--- src/rtl/class_enumerator_if.sv ---
// Handshake bundle for class_enumerator: run control from the requester and
// the valid/ready value stream back to the consumer.
interface class_enumerator_if;
  logic       start;
  logic [1:0] target;
  logic       busy;
  logic       out_valid;
  logic       out_ready;
  logic [3:0] out_value;
  logic       out_last;
  logic       done;
  logic [3:0] match_count;

  // Requester/consumer side: drives run control and the ready back-pressure.
  modport master (
    output start, target, out_ready,
    input  busy, out_valid, out_value, out_last, done, match_count
  );

  // Enumerator side.
  modport slave (
    input  start, target, out_ready,
    output busy, out_valid, out_value, out_last, done, match_count
  );
endinterface

--- src/rtl/class_enumerator.sv ---
// class_enumerator: walks the 4-bit values 0..15 in ascending order and
// streams every value whose {prime, divisible-by-3} class equals the
// requested target, then pulses done. MAX_COUNT (0 = unlimited) caps the
// number of values emitted per run.
module class_enumerator #(
  parameter int MAX_COUNT = 0
) (
  input logic          clk,
  input logic          reset_n,
  class_enumerator_if.slave bus
);

  typedef enum logic [1:0] {IDLE, SCAN, OUT, DONE} state_t;

  // Bit v of each mask is the class bit of value v.
  // Primes: 2,3,5,7,11,13. Multiples of 3 (excluding 0): 3,6,9,12,15.
  localparam logic [15:0] PRIME_MASK = 16'h28AC;
  localparam logic [15:0] DIV3_MASK  = 16'h9248;

  localparam bit         LIMITED = (MAX_COUNT != 0);
  localparam logic [4:0] LIMIT   = 5'(MAX_COUNT);

  state_t     state, state_nxt;
  logic [3:0] idx, idx_nxt;
  logic [1:0] tgt, tgt_nxt;
  logic [3:0] value_q, value_nxt;
  logic       last_q, last_nxt;
  logic [3:0] count_q, count_nxt;
  logic       hit;
  logic       limit_hit;

  function automatic logic [1:0] class_of(input logic [3:0] v);
    return {PRIME_MASK[v], DIV3_MASK[v]};
  endfunction

  // Next-state and next-datapath logic for the scan/emit sequence.
  always_comb begin
    // NOTE: every signal gets its hold value first so no path leaves one
    // unassigned, which would otherwise infer a latch.
    state_nxt = state;
    idx_nxt   = idx;
    tgt_nxt   = tgt;
    value_nxt = value_q;
    last_nxt  = last_q;
    count_nxt = count_q;
    hit       = (class_of(idx) == tgt);
    limit_hit = LIMITED && (({1'b0, count_q} + 5'd1) == LIMIT);

    case (state)
      IDLE: begin
        if (bus.start) begin
          tgt_nxt   = bus.target;
          idx_nxt   = 4'd0;
          count_nxt = 4'd0;
          state_nxt = SCAN;
        end
      end
      SCAN: begin
        if (hit) begin
          value_nxt = idx;
          last_nxt  = (idx == 4'd15) || limit_hit;
          state_nxt = OUT;
        end else if (idx == 4'd15) begin
          state_nxt = DONE;
        end else begin
          idx_nxt = idx + 4'd1;
        end
      end
      OUT: begin
        // Value, valid and last stay frozen until the consumer takes them.
        if (bus.out_ready) begin
          count_nxt = count_q + 4'd1;
          last_nxt  = 1'b0;
          if (last_q) begin
            state_nxt = DONE;
          end else begin
            idx_nxt   = idx + 4'd1;
            state_nxt = SCAN;
          end
        end
      end
      DONE: begin
        state_nxt = IDLE;
      end
      default: begin
        state_nxt = IDLE;
      end
    endcase
  end

  // State and datapath registers; reset drops any pending output at once.
  always_ff @(posedge clk or negedge reset_n) begin
    if (!reset_n) begin
      state   <= IDLE;
      idx     <= 4'd0;
      tgt     <= 2'd0;
      value_q <= 4'd0;
      last_q  <= 1'b0;
      count_q <= 4'd0;
    end else begin
      // NOTE: non-blocking assignments so every register samples the values
      // computed before this edge, independent of statement order.
      state   <= state_nxt;
      idx     <= idx_nxt;
      tgt     <= tgt_nxt;
      value_q <= value_nxt;
      last_q  <= last_nxt;
      count_q <= count_nxt;
    end
  end

  // Status outputs decode directly from the state register.
  assign bus.busy        = (state != IDLE);
  assign bus.out_valid   = (state == OUT);
  assign bus.done        = (state == DONE);
  assign bus.out_value   = value_q;
  assign bus.out_last    = last_q;
  assign bus.match_count = count_q;

endmodule

--- src/flat_wrapper.sv ---
// flat-port wrapper written by rule: the top's interface ports become plain ports
module class_enumerator_flat 
#(
  parameter int MAX_COUNT = 0
)
  (clk, reset_n, bus_start, bus_target, bus_out_ready, bus_busy, bus_out_valid, bus_out_value, bus_out_last, bus_done, bus_match_count);
  class_enumerator_if bus_i ();
  input logic clk;
  input logic reset_n;
  input wire logic [$bits(bus_i.start)-1:0] bus_start;
  input wire logic [$bits(bus_i.target)-1:0] bus_target;
  input wire logic [$bits(bus_i.out_ready)-1:0] bus_out_ready;
  output wire logic [$bits(bus_i.busy)-1:0] bus_busy;
  output wire logic [$bits(bus_i.out_valid)-1:0] bus_out_valid;
  output wire logic [$bits(bus_i.out_value)-1:0] bus_out_value;
  output wire logic [$bits(bus_i.out_last)-1:0] bus_out_last;
  output wire logic [$bits(bus_i.done)-1:0] bus_done;
  output wire logic [$bits(bus_i.match_count)-1:0] bus_match_count;
  assign bus_i.start = bus_start;
  assign bus_i.target = bus_target;
  assign bus_i.out_ready = bus_out_ready;
  assign bus_busy = bus_i.busy;
  assign bus_out_valid = bus_i.out_valid;
  assign bus_out_value = bus_i.out_value;
  assign bus_out_last = bus_i.out_last;
  assign bus_done = bus_i.done;
  assign bus_match_count = bus_i.match_count;
  class_enumerator #(.MAX_COUNT(MAX_COUNT)) u_core (.clk(clk), .reset_n(reset_n), .bus(bus_i));
endmodule
--- config.mk ---
export PLATFORM = sky130hd
export DESIGN_NAME = class_enumerator_flat
export DESIGN_NICKNAME = d
export VERILOG_FILES = /design/src/rtl/class_enumerator_if.sv /design/src/rtl/class_enumerator.sv /design/src/flat_wrapper.sv
export SDC_FILE = /design/constraint.sdc
export NUM_CORES = 1
export LEC_CHECK = 0
export BUFFER_PORTS_ARGS = -buffer_cell sky130_fd_sc_hd__buf_2
export CAP_MARGIN = 5
export CORE_UTILIZATION = 45
export CTS_CLUSTER_SIZE = 14
export DETAILED_ROUTE_END_ITERATION = 16
export PLACE_DENSITY = 0.66
export SLEW_MARGIN = 20
export SYNTH_ARGS = -nofsm -noshare
export SYNTH_HDL_FRONTEND = slang
export SYNTH_SLANG_ARGS = --single-unit
export TNS_END_PERCENT = 20
--- constraint.sdc ---
create_clock -name clk -period 2.23 [get_ports clk]
set_input_delay 0.446 -clock clk [delete_from_list [all_inputs] [get_ports clk]]
set_output_delay 0.446 -clock clk [all_outputs]
set_load 0.05 [all_outputs]
## Word level (Yosys, flattened, before mapping)

Memory sizes are Yosys's and may differ from the RTL's.
Cells that the tools add are included.
Widths: inputs -> output; s select.

- Add/sub/neg operators: 2
- $lt $le $gt $ge: 1
- Equality and inequality tests: 12
- Multiplexer cells: 19
- Reduce and logical (&&, ||, !) cells: 11

Operators by type and width:

| cell | count |
|---|---|
| $mux 4 | 6 |
| $pmux 4 s3 | 1 |
| $mux 2 | 5 |
| $ne 2x2->1 const B | 5 |
| $reduce_and 3->1 | 3 |
| $add 4x1->4 const B | 2 |
| $pmux 2 s4 | 1 |
| $pmux 4 s2 | 1 |
| $reduce_and 6->1 | 1 |
| $reduce_bool 2->1 | 3 |
| $lt 4x5->1 const B | 1 |
| $eq 2x2->1 const B | 2 |
| $eq 4x4->1 const B | 1 |
| $mux 1 | 4 |
| $reduce_and 2->1 | 2 |
| $ne 3x1->1 const B | 1 |
| $reduce_bool 3->1 | 1 |
| $eq 2x1->1 const B | 1 |
| $eq 2x2->1 | 1 |
| $logic_not 2->1 | 1 |
| $ne 2x1->1 const B | 1 |
| $pmux 1 s2 | 1 |

- Register bits: 17
- ROM bits: 32
- Input port bits: 6
- Output and inout port bits: 12
- Logic and storage cells: 53
- Memories kept: 2

Memory list:

| memory | words | width | rd ports | clocked after memory_dff | wr ports | line | RTL |
|---|---|---|---|---|---|---|---|
| (name not given) | 16 | 1 | 1 | 0 | 0 | class_enumerator.sv:33 | `return {PRIME_MASK[v], DIV3_MASK[v]};` |
| (name not given) | 16 | 1 | 1 | 0 | 0 | class_enumerator.sv:33 |  |

## Longest topological paths before layout

Gate-level depths: netlist of run 1.

- Word-level depth: 5
- Mapped depth: 8

## Least setup slack after synthesis of run 1

No wires, ideal clock.

- Path kind: reg2reg
- From: reg u_core.idx[0]
- To: reg u_core.value_q[3] (netlist: u_core.bus.out_value[3])
- Arrival: 1837 ps
- Slack: 268 ps
- Stages on the path, launching flop included: 9
- Cell sequence: dfrtp_1 > inv_1 > ha_1 > mux2i_1 > xor2_1 > and2_1 > mux2_4 > nand2_4 > mux2_4

- Longest elaborated chain between the ends: 4
- Elaborated cells between the ends (all ways): 6
- Those cells by class: eq/ne (1); mux (2); reduce/logical (1); memory (2)

RTL lines:

| item | line | RTL |
|---|---|---|
| from (decl) | class_enumerator.sv:24 | `logic [3:0] idx, idx_nxt;` |
| from (signal assigned) | class_enumerator.sv:104 | `idx <= idx_nxt;` |
| $mem_v2 16x1 | -- |  |
| $mux 1 (implied by the code) | class_enumerator.sv:33 |  |
| $eq 2x2->1 * | class_enumerator.sv:46 | `hit = (class_of(idx) == tgt);` |
| $reduce_and 2->1 (no line) * | -- |  |
| to (signal assigned) | class_enumerator.sv:106 | `value_q <= value_nxt;` |
| to (decl) | class_enumerator.sv:26 | `logic [3:0] value_q, value_nxt;` |

Mark *: on every way between the ends. The rest lies on a longest branch, timed or not. The select of a mux whose other input is x is not followed.
A chain may end at the register's enable or synchronous reset.

## Worst setup path after layout of run 1

Ends and elaborated chain as after synthesis.

==> load_flow_metrics.sql, run 1 <==
INSERT INTO impl_metrics (metric_group, metric, value, unit) VALUES
('place', 'place_hpwl', '1.75', 'mm'),
('routing', 'met3WireLength', '56', 'um'),
('floorplan', 'die_height', '51.6', 'um'),
('sta', 'timing.final.crit_share', '94.7', '%'),
('global_routing', 'first_pass_grt_wire_length', '3.78', 'mm'),
('sta', 'worst_slew_margin_rel', '73.9', '%'),
('pwr', 'vdd_ir_drop_max', '0.000671', 'V'),
('final_layout', 'insertedDiodeCount', '0', ''),
('sta', 'final.setup_skew', '7.73', 'ps'),
('yosys', 'netlist.top_cell.by_area', 'dfrtp_1', ''),
('routing', 'via_count', '926', ''),
('yosys', 'post_synth_num_cell_types', '30', ''),
('cts', 'clock_tree.root_cell', 'clkbuf_4', ''),
('final_layout', 'layout_common_cells', 'buf_2, dfrtp_1, o21ai_0', ''),
('cts', 'cts.repair_timing.setup_buffer_count', '0', ''),
('sta', 'grt_setup_unrepaired', 'no', ''),
('setup_path', 'crit_path_start_kind', 'flip-flop', ''),
('routing', 'dr.first_iter.drc_count', '18', ''),
('sta', 'report.final.setup_viol', '0', ''),
('final_layout', 'post_route_cells_drive_above_1_share', '21.0', '%'),
('global_routing', 'grt_antenna_before_repair', '0', ''),
('cts', 'clock_tree.htree_level_count', '1', ''),
('cts', 'clock_input_transition_at_the_sequential_cells_of_the_worst_setup_and_hold_paths', '100', 'ps'),
('setup_path', 'category_of_the_worst_setup_path_capture_point', 'flip-flop', ''),
('global_routing', 'grt_util_all_layers', '19.7', '%'),
('setup_path', 'cp_max_fo', '6', ''),
('yosys', 'post_synth_main_area_contributors', 'dfrtp_1, ha_1, o21ai_0, inv_1, nand2_1', ''),
('final_layout', 'seq_area', '425', 'um^2'),
('floorplan', 'die_x', '51.6', 'um'),
('final_layout', 'area_of_the_multi_input_gates', '627', 'um^2'),
('sta', 'finalHoldViolations', '0', ''),
('cts', 'max-clock-path-buffers', '2', ''),
('sta', 'worst_hold_slack', '55.5', 'ps'),
('cts', 'tritoncts_num_sinks', '17', ''),
('final_layout', 'fin_nets', '158', ''),
('cts', 'cts_hold_repair.buffers', '0', ''),
('routing', 'drc', '0', ''),
('yosys', 'ys_seq_elements', '17', ''),
('routing', 'route.detailed.vias_per_inst', '5.42', ''),
('place', 'gp_routability_congestion', '0.825', ''),
('sta', 'worst_pin_slew', '388', 'ps'),
('cts', 'worst_skew_pair.late_latency', '290', 'ps'),
('yosys', 'post-synth-top-area-fraction', '38.4', '%'),
('place', 'io_buffers', '17', ''),
('yosys', 'seq_area_frac_synth', '38.4', '%'),
('setup_path', 'ff2ff_path_depth', '8', ''),
('job', 'max_cap_viol_count', '0', ''),
('pwr', 'fin_total_pwr', '1750', 'uW'),
('yosys', 'synth_warnings', '0', ''),
('yosys', 'syn-instance-count', '121', ''),
('setup_path', 'timing.critical_path.required', '2400', 'ps'),
('floorplan', 'core_area', '2280', 'um^2'),
('outcome', 'status', 'finished clean', ''),
('global_routing', 'grt_remaining_overflow', '0', ''),
('sta', 'slew_viol_final', '0', ''),
('yosys', 'post_synth.cell_area_avg', '9.15', 'um^2'),
('routing', 'drt-wirelength-per-cell', '13.1', 'um'),
('pwr', 'pwr_density_cell', '1380', 'nW/um^2'),
('setup_path', 'r2r-start', 'u_core.idx[0]$_DFFE_PN0P_', ''),
('yosys', 'net_count_of_the_mapped_netlist', '135', ''),
('routing', 'maxUsedRoutingLayer', 'met4', ''),
('routing', 'postRouteAntennaNets', '0', ''),
('sta', 'setup_total_negative_slack', '0', 'ps'),
('worst_hold_path', 'hp_class', 'input port to async pin', ''),
('global_routing', 'number_of_global_route_vias_before_repair', '876', ''),
('routing', 'drt-pass1-iter-count', '4', ''),
('routing', 'finalWirelength', '2.23', 'mm'),
('setup_path', 'rr_endpoint', 'u_core.bus.out_value[3]$_DFFE_PN0P_', ''),
('floorplan', 'num_io_pins', '18', ''),
('floorplan', 'initial_utilization', '48.7', '%'),
('sta', 'fmax', '473', 'MHz');
## Yosys cell counts
master / instances
ha_1: 8
o311a_1: 1
buf_6: 1
nor2b_1: 2
o31ai_1: 2
o41ai_1: 1
nand3_1: 6
o21ai_0: 14
mux2_4: 2
a211oi_1: 1
nand2_4: 1
nor3_1: 3
a21o_1: 2
xor2_1: 4
nor2_1: 4
inv_1: 11
mux2i_1: 4
nand2b_1: 2
nor4_1: 1
nand4_1: 3
a31oi_1: 1
or3_1: 1
and2_1: 3
nand2_1: 11
a21oi_1: 6
mux2_2: 2
a22o_1: 4
and4_1: 1
clkbuf_1: 2
dfrtp_1: 17
## metrics by stage
| stage | std cells | cell area (um^2) | setup WS, ps | util, % |
|---|---|---|---|---|
| after floorplan | 121 | 1110 | 268 | - |
| after global placement | 167 | 1240 | 201 | 54.4 |
| after detailed placement | 167 | 1240 | 131 | 54.4 |
| after CTS | 171 | 1260 | 111 | 55.6 |
| after global routing | 171 | 1270 | 5.69 | 55.8 |
| final | 171 | 1270 | 118 | 55.8 |
## routing by layer
layer | track usage (%) | up-vias
li1 | - | 479
met1 | 25.5 | 431
met5 | 0 | -
met4 | 11.3 | 0
met3 | 3.51 | 4
met2 | 30.7 | 12
## report_power, final
part / total [uW] / internal [uW] / switching, uW
Combinational: 1100 / 397 / 708
Clock: 160 / 69.5 / 90.1
Sequential: 486 / 397 / 89.3
## sequential cells by signal, indices dropped and copies added (netlist names)
signal / count
u_core.idx: 4
u_core.bus.out_value: 4
u_core.tgt: 2
u_core.bus.out_last: 1
u_core.bus.match_count: 4
u_core.state: 2
## how the worst max path moves through the flow
stage                                          from                                   to  slack, ps  depth (start not counted)
final                     u_core.idx[0]$_DFFE_PN0P_  u_core.bus.out_value[3]$_DFFE_PN0P_        120                          8
after global routing      u_core.idx[0]$_DFFE_PN0P_  u_core.bus.out_value[3]$_DFFE_PN0P_          6                          8
after CTS                 u_core.idx[0]$_DFFE_PN0P_  u_core.bus.out_value[3]$_DFFE_PN0P_        110                          8
after detailed placement  u_core.idx[0]$_DFFE_PN0P_  u_core.bus.out_value[3]$_DFFE_PN0P_        130                          8
after global placement    u_core.idx[0]$_DFFE_PN0P_  u_core.bus.out_value[3]$_DFFE_PN0P_        200                          8
after floorplan           u_core.idx[0]$_DFFE_PN0P_  u_core.bus.out_value[3]$_DFFE_PN0P_        270                          8
## final cells by class
cell class              instances  area share [%]
clock buffers                   4            2.07
inverters                      11            3.25
multi-input cells              90            49.4
flip-flops and latches         17            33.5
well taps                      28            2.76
repair buffers                 21            9.06
## worst max-delay path: stages, from the launching register on
cell and delay, ps:
dfrtp_1 440, inv_1 100, ha_1 320, mux2i_1 180, xor2_1 110, and2_1 180, mux2_4 300, nand2_4 80
mux2_4 290
## repair_timing
action | in CTS | in global routing
gates resized for setup | 0 | 1
hold endpoints to repair | 0 | 0
endpoints found under the setup margin | 0 | 2
## cell families (layout without fill, tap and decap cells)
family | after synthesis | after routing | synth area share [%]
compound gates | 32 | 32 | 17.9
xor+xnor | 4 | 4 | 3.16
fa+ha+maj | 8 | 8 | 9.04
buf+inv | 14 | 36 | 5.42
flops | 17 | 17 | 38.4
mux | 8 | 8 | 8.36
simple gates | 38 | 38 | 17.7
Note: power is estimated with default switching activity, not from simulation.
==> inputs of run 2 (changes only) <==
--- a/config.mk
+++ b/config.mk
@@ -6,7 +6,6 @@
 export NUM_CORES = 1
 export LEC_CHECK = 0
 export BUFFER_PORTS_ARGS = -buffer_cell sky130_fd_sc_hd__buf_2
-export CAP_MARGIN = 5
 export CORE_UTILIZATION = 45
 export CTS_CLUSTER_SIZE = 14
 export DETAILED_ROUTE_END_ITERATION = 16
==> constraint.sdc (replaced) <==
create_clock -name clk -period 2.5 [get_ports clk]
set_input_delay 0.5 -clock clk [delete_from_list [all_inputs] [get_ports clk]]
set_output_delay 0.5 -clock clk [all_outputs]
set_load 0.05 [all_outputs]
==> run 2 against run 1 <==
Core utilization shrank 1.5 points. Global-route usage shrank 0.087 points. Sequential share of layout area increased by 0.92 points. Via count up 1.3%. Fmax fell by 0.61%. Total power down 13%. Routed wire length rose by 0.22%. Design area is 2.7% lower. First-iteration DRC count shrank 17%. Hold slack improved by 53 ps.
==> load_flow_metrics.sql, run 2 (same netlist as run 1, synthesis figures left out) <==
INSERT INTO impl_metrics (metric_group, metric, value, unit) VALUES
('place', 'place_hpwl', '1.68', 'mm'),
('sta', 'worst_slew_margin_rel', '73.0', '%'),
('global_routing', 'number_of_global_route_vias_before_repair', '865', ''),
('cts', 'clock_tree.htree_level_count', '1', ''),
('cts', 'cts_hold_repair.buffers', '0', ''),
('routing', 'via_count', '938', ''),
('global_routing', 'grt_util_all_layers', '19.6', '%'),
('job', 'max_cap_viol_count', '0', ''),
('floorplan', 'placementRows', '17', ''),
('routing', 'dr.first_iter.drc_count', '15', ''),
('sta', 'grt_setup_unrepaired', 'no', ''),
('setup_path', 'category_of_the_worst_setup_path_capture_point', 'flip-flop', ''),
('global_routing', 'grt_remaining_overflow', '0', ''),
('pwr', 'leakagePower', '0.000603', 'uW'),
('place', 'place_ws', '408', 'ps'),
('cts', 'cts_resized', '0', ''),
('final_layout', 'layout_common_cells', 'buf_2, dfrtp_1, o21ai_0', ''),
('pwr', 'vdd_ir_drop_max', '0.000627', 'V'),
('cts', 'tritoncts', 'yes', ''),
('cts', 'tritoncts_num_sinks', '17', ''),
('sta', 'slew_viol_final', '0', ''),
('floorplan', 'num_io_pins', '18', ''),
('sta', 'finalHoldViolations', '0', ''),
('floorplan', 'core_area', '2280', 'um^2'),
('global_routing', 'first_pass_grt_wire_length', '3.86', 'mm'),
('routing', 'drt-wirelength-per-cell', '13.4', 'um'),
('routing', 'postRouteAntennaNets', '0', ''),
('routing', 'route.detailed.vias_per_inst', '5.62', ''),
('final_layout', 'post_route_cells_drive_above_1_share', '18.7', '%'),
('sta', 'setup_total_negative_slack', '0', 'ps'),
('sta', 'report.final.setup_viol', '0', ''),
('cts', 'clock_input_transition_at_the_sequential_cells_of_the_worst_setup_and_hold_paths', '110', 'ps'),
('worst_hold_path', 'hp_class', 'input port to async pin', ''),
('setup_path', 'timing.critical_path.required', '2680', 'ps'),
('pwr', 'pwr_density_cell', '1230', 'nW/um^2'),
('global_routing', 'grt_max_degree', '18', ''),
('floorplan', 'initial_utilization', '48.7', '%'),
('final_layout', 'insertedDiodeCount', '0', ''),
('setup_path', 'crit_path_start_kind', 'flip-flop', ''),
('sta', 'timing.final.crit_share', '85.0', '%'),
('sta', 'final.setup.worst_slack', '375', 'ps'),
('floorplan', 'die-area', '2660', 'um^2'),
('floorplan', 'die_x', '51.6', 'um'),
('setup_path', 'path_class', 'flip-flop to flip-flop', ''),
('cts', 'worst_skew_pair.late_latency', '300', 'ps'),
('cts', 'max-clock-path-buffers', '2', ''),
('global_routing', 'grt_antenna_before_repair', '0', ''),
('setup_path', 'cp_max_fo', '6', ''),
('cts', 'clock_tree.root_cell', 'clkbuf_4', ''),
('routing', 'drc', '0', ''),
('cts', 'cts.repair_timing.setup_buffer_count', '0', ''),
('floorplan', 'die_height', '51.6', 'um'),
('setup_path', 'worst_ep_arrival_time', '2310', 'ps'),
('cts', 'cts_inserted_buffers', '3', ''),
('place', 'io_buffers', '17', ''),
('routing', 'finalWirelength', '2.24', 'mm'),
('final_layout', 'area_added_between_synthesis_and_finish', '11.6', '%'),
('sta', 'timing.final.crit_period', '2130', 'ps'),
('sta', 'worst_pin_slew', '401', 'ps'),
('sta', 'final.setup_skew', '8.55', 'ps'),
('final_layout', 'fin_nets', '154', ''),
('outcome', 'status', 'finished clean', ''),
('routing', 'drt-pass1-iter-count', '4', ''),
('sta', 'fmax', '471', 'MHz'),
('place', 'gp_routability_congestion', '0.797', '');
==> run 2: worst max-delay path, stage by stage, from the launching register on <==
cell and delay, ps:
dfrtp_1 440, inv_1 110, ha_1 320, mux2i_1 170, xor2_1 120, and2_1 190
mux2_4 300, nand2_4 90, mux2_4 290
==> run 2: area by class of cell <==
| class | count | area, um^2 |
|---|---|---|
| well taps | 28 | 35.0 |
| clock inverters | 1 | 5.00 |
| repair buffers | 17 | 85.1 |
| fillers | 198 | 1040 |
| inverters | 11 | 41.3 |
| clock buffers | 3 | 22.5 |
| multi-input cells | 90 | 622 |
| flip-flops and latches | 17 | 425 |
==> run 2: routing by layer <==
layer | GRT usage, % | wire [um] | share of wire [%]
met1 | 26.8 | 1070 | 48
met2 | 30.3 | 1030 | 46
met3 | 3.80 | 103 | 4.6
met4 | 8.11 | 27 | 1.2
met5 | 0 | 0 | 0
==> run 2: final timing paths <==
check,end,slack [ps],cells past startpoint,start
max,u_core.bus.out_value[3]$_DFFE_PN0P_,370,8,u_core.idx[0]$_DFFE_PN0P_
min,u_core.bus.match_count[0]$_DFFE_PN0P_,110,1,reset_n
max reg2reg,u_core.bus.out_value[3]$_DFFE_PN0P_,370,8,u_core.idx[0]$_DFFE_PN0P_
min reg2reg,u_core.bus.out_value[1]$_DFFE_PN0P_,510,2,u_core.bus.out_value[1]$_DFFE_PN0P_
max in group asynchronous,u_core.bus.out_value[0]$_DFFE_PN0P_,2110,1,reset_n
min in group clk,u_core.tgt[1]$_DFFE_PN0P_,430,2,bus_target[1]
==> run 2: report_power, final <==
group | switching (uW) | total (uW) | internal [uW] | leakage (uW)
Clock | 90.1 | 150 | 59.6 | 0.0000177
Sequential | 94.7 | 449 | 354 | 0.000225
Combinational | 606 | 921 | 315 | 0.000360
Total | 791 | 1520 | 728 | 0.000603
==> run 2: through the flow <==
stage / hold WS, ps / instance area [um^2] / total power [uW] / util (%) / instances
5_1_grt: 120 / 1240 / 1660 / 54.3 / 167
3_3_place_gp: 444 / 1210 / 1360 / 53.1 / 163
4_1_cts: 109 / 1240 / 1520 / 54.3 / 167
6_report: 108 / 1240 / 1520 / 54.3 / 167
2_1_floorplan: 204 / 1110 / 1180 / - / 121
3_5_place_dp: 448 / 1210 / 1370 / 53.1 / 163
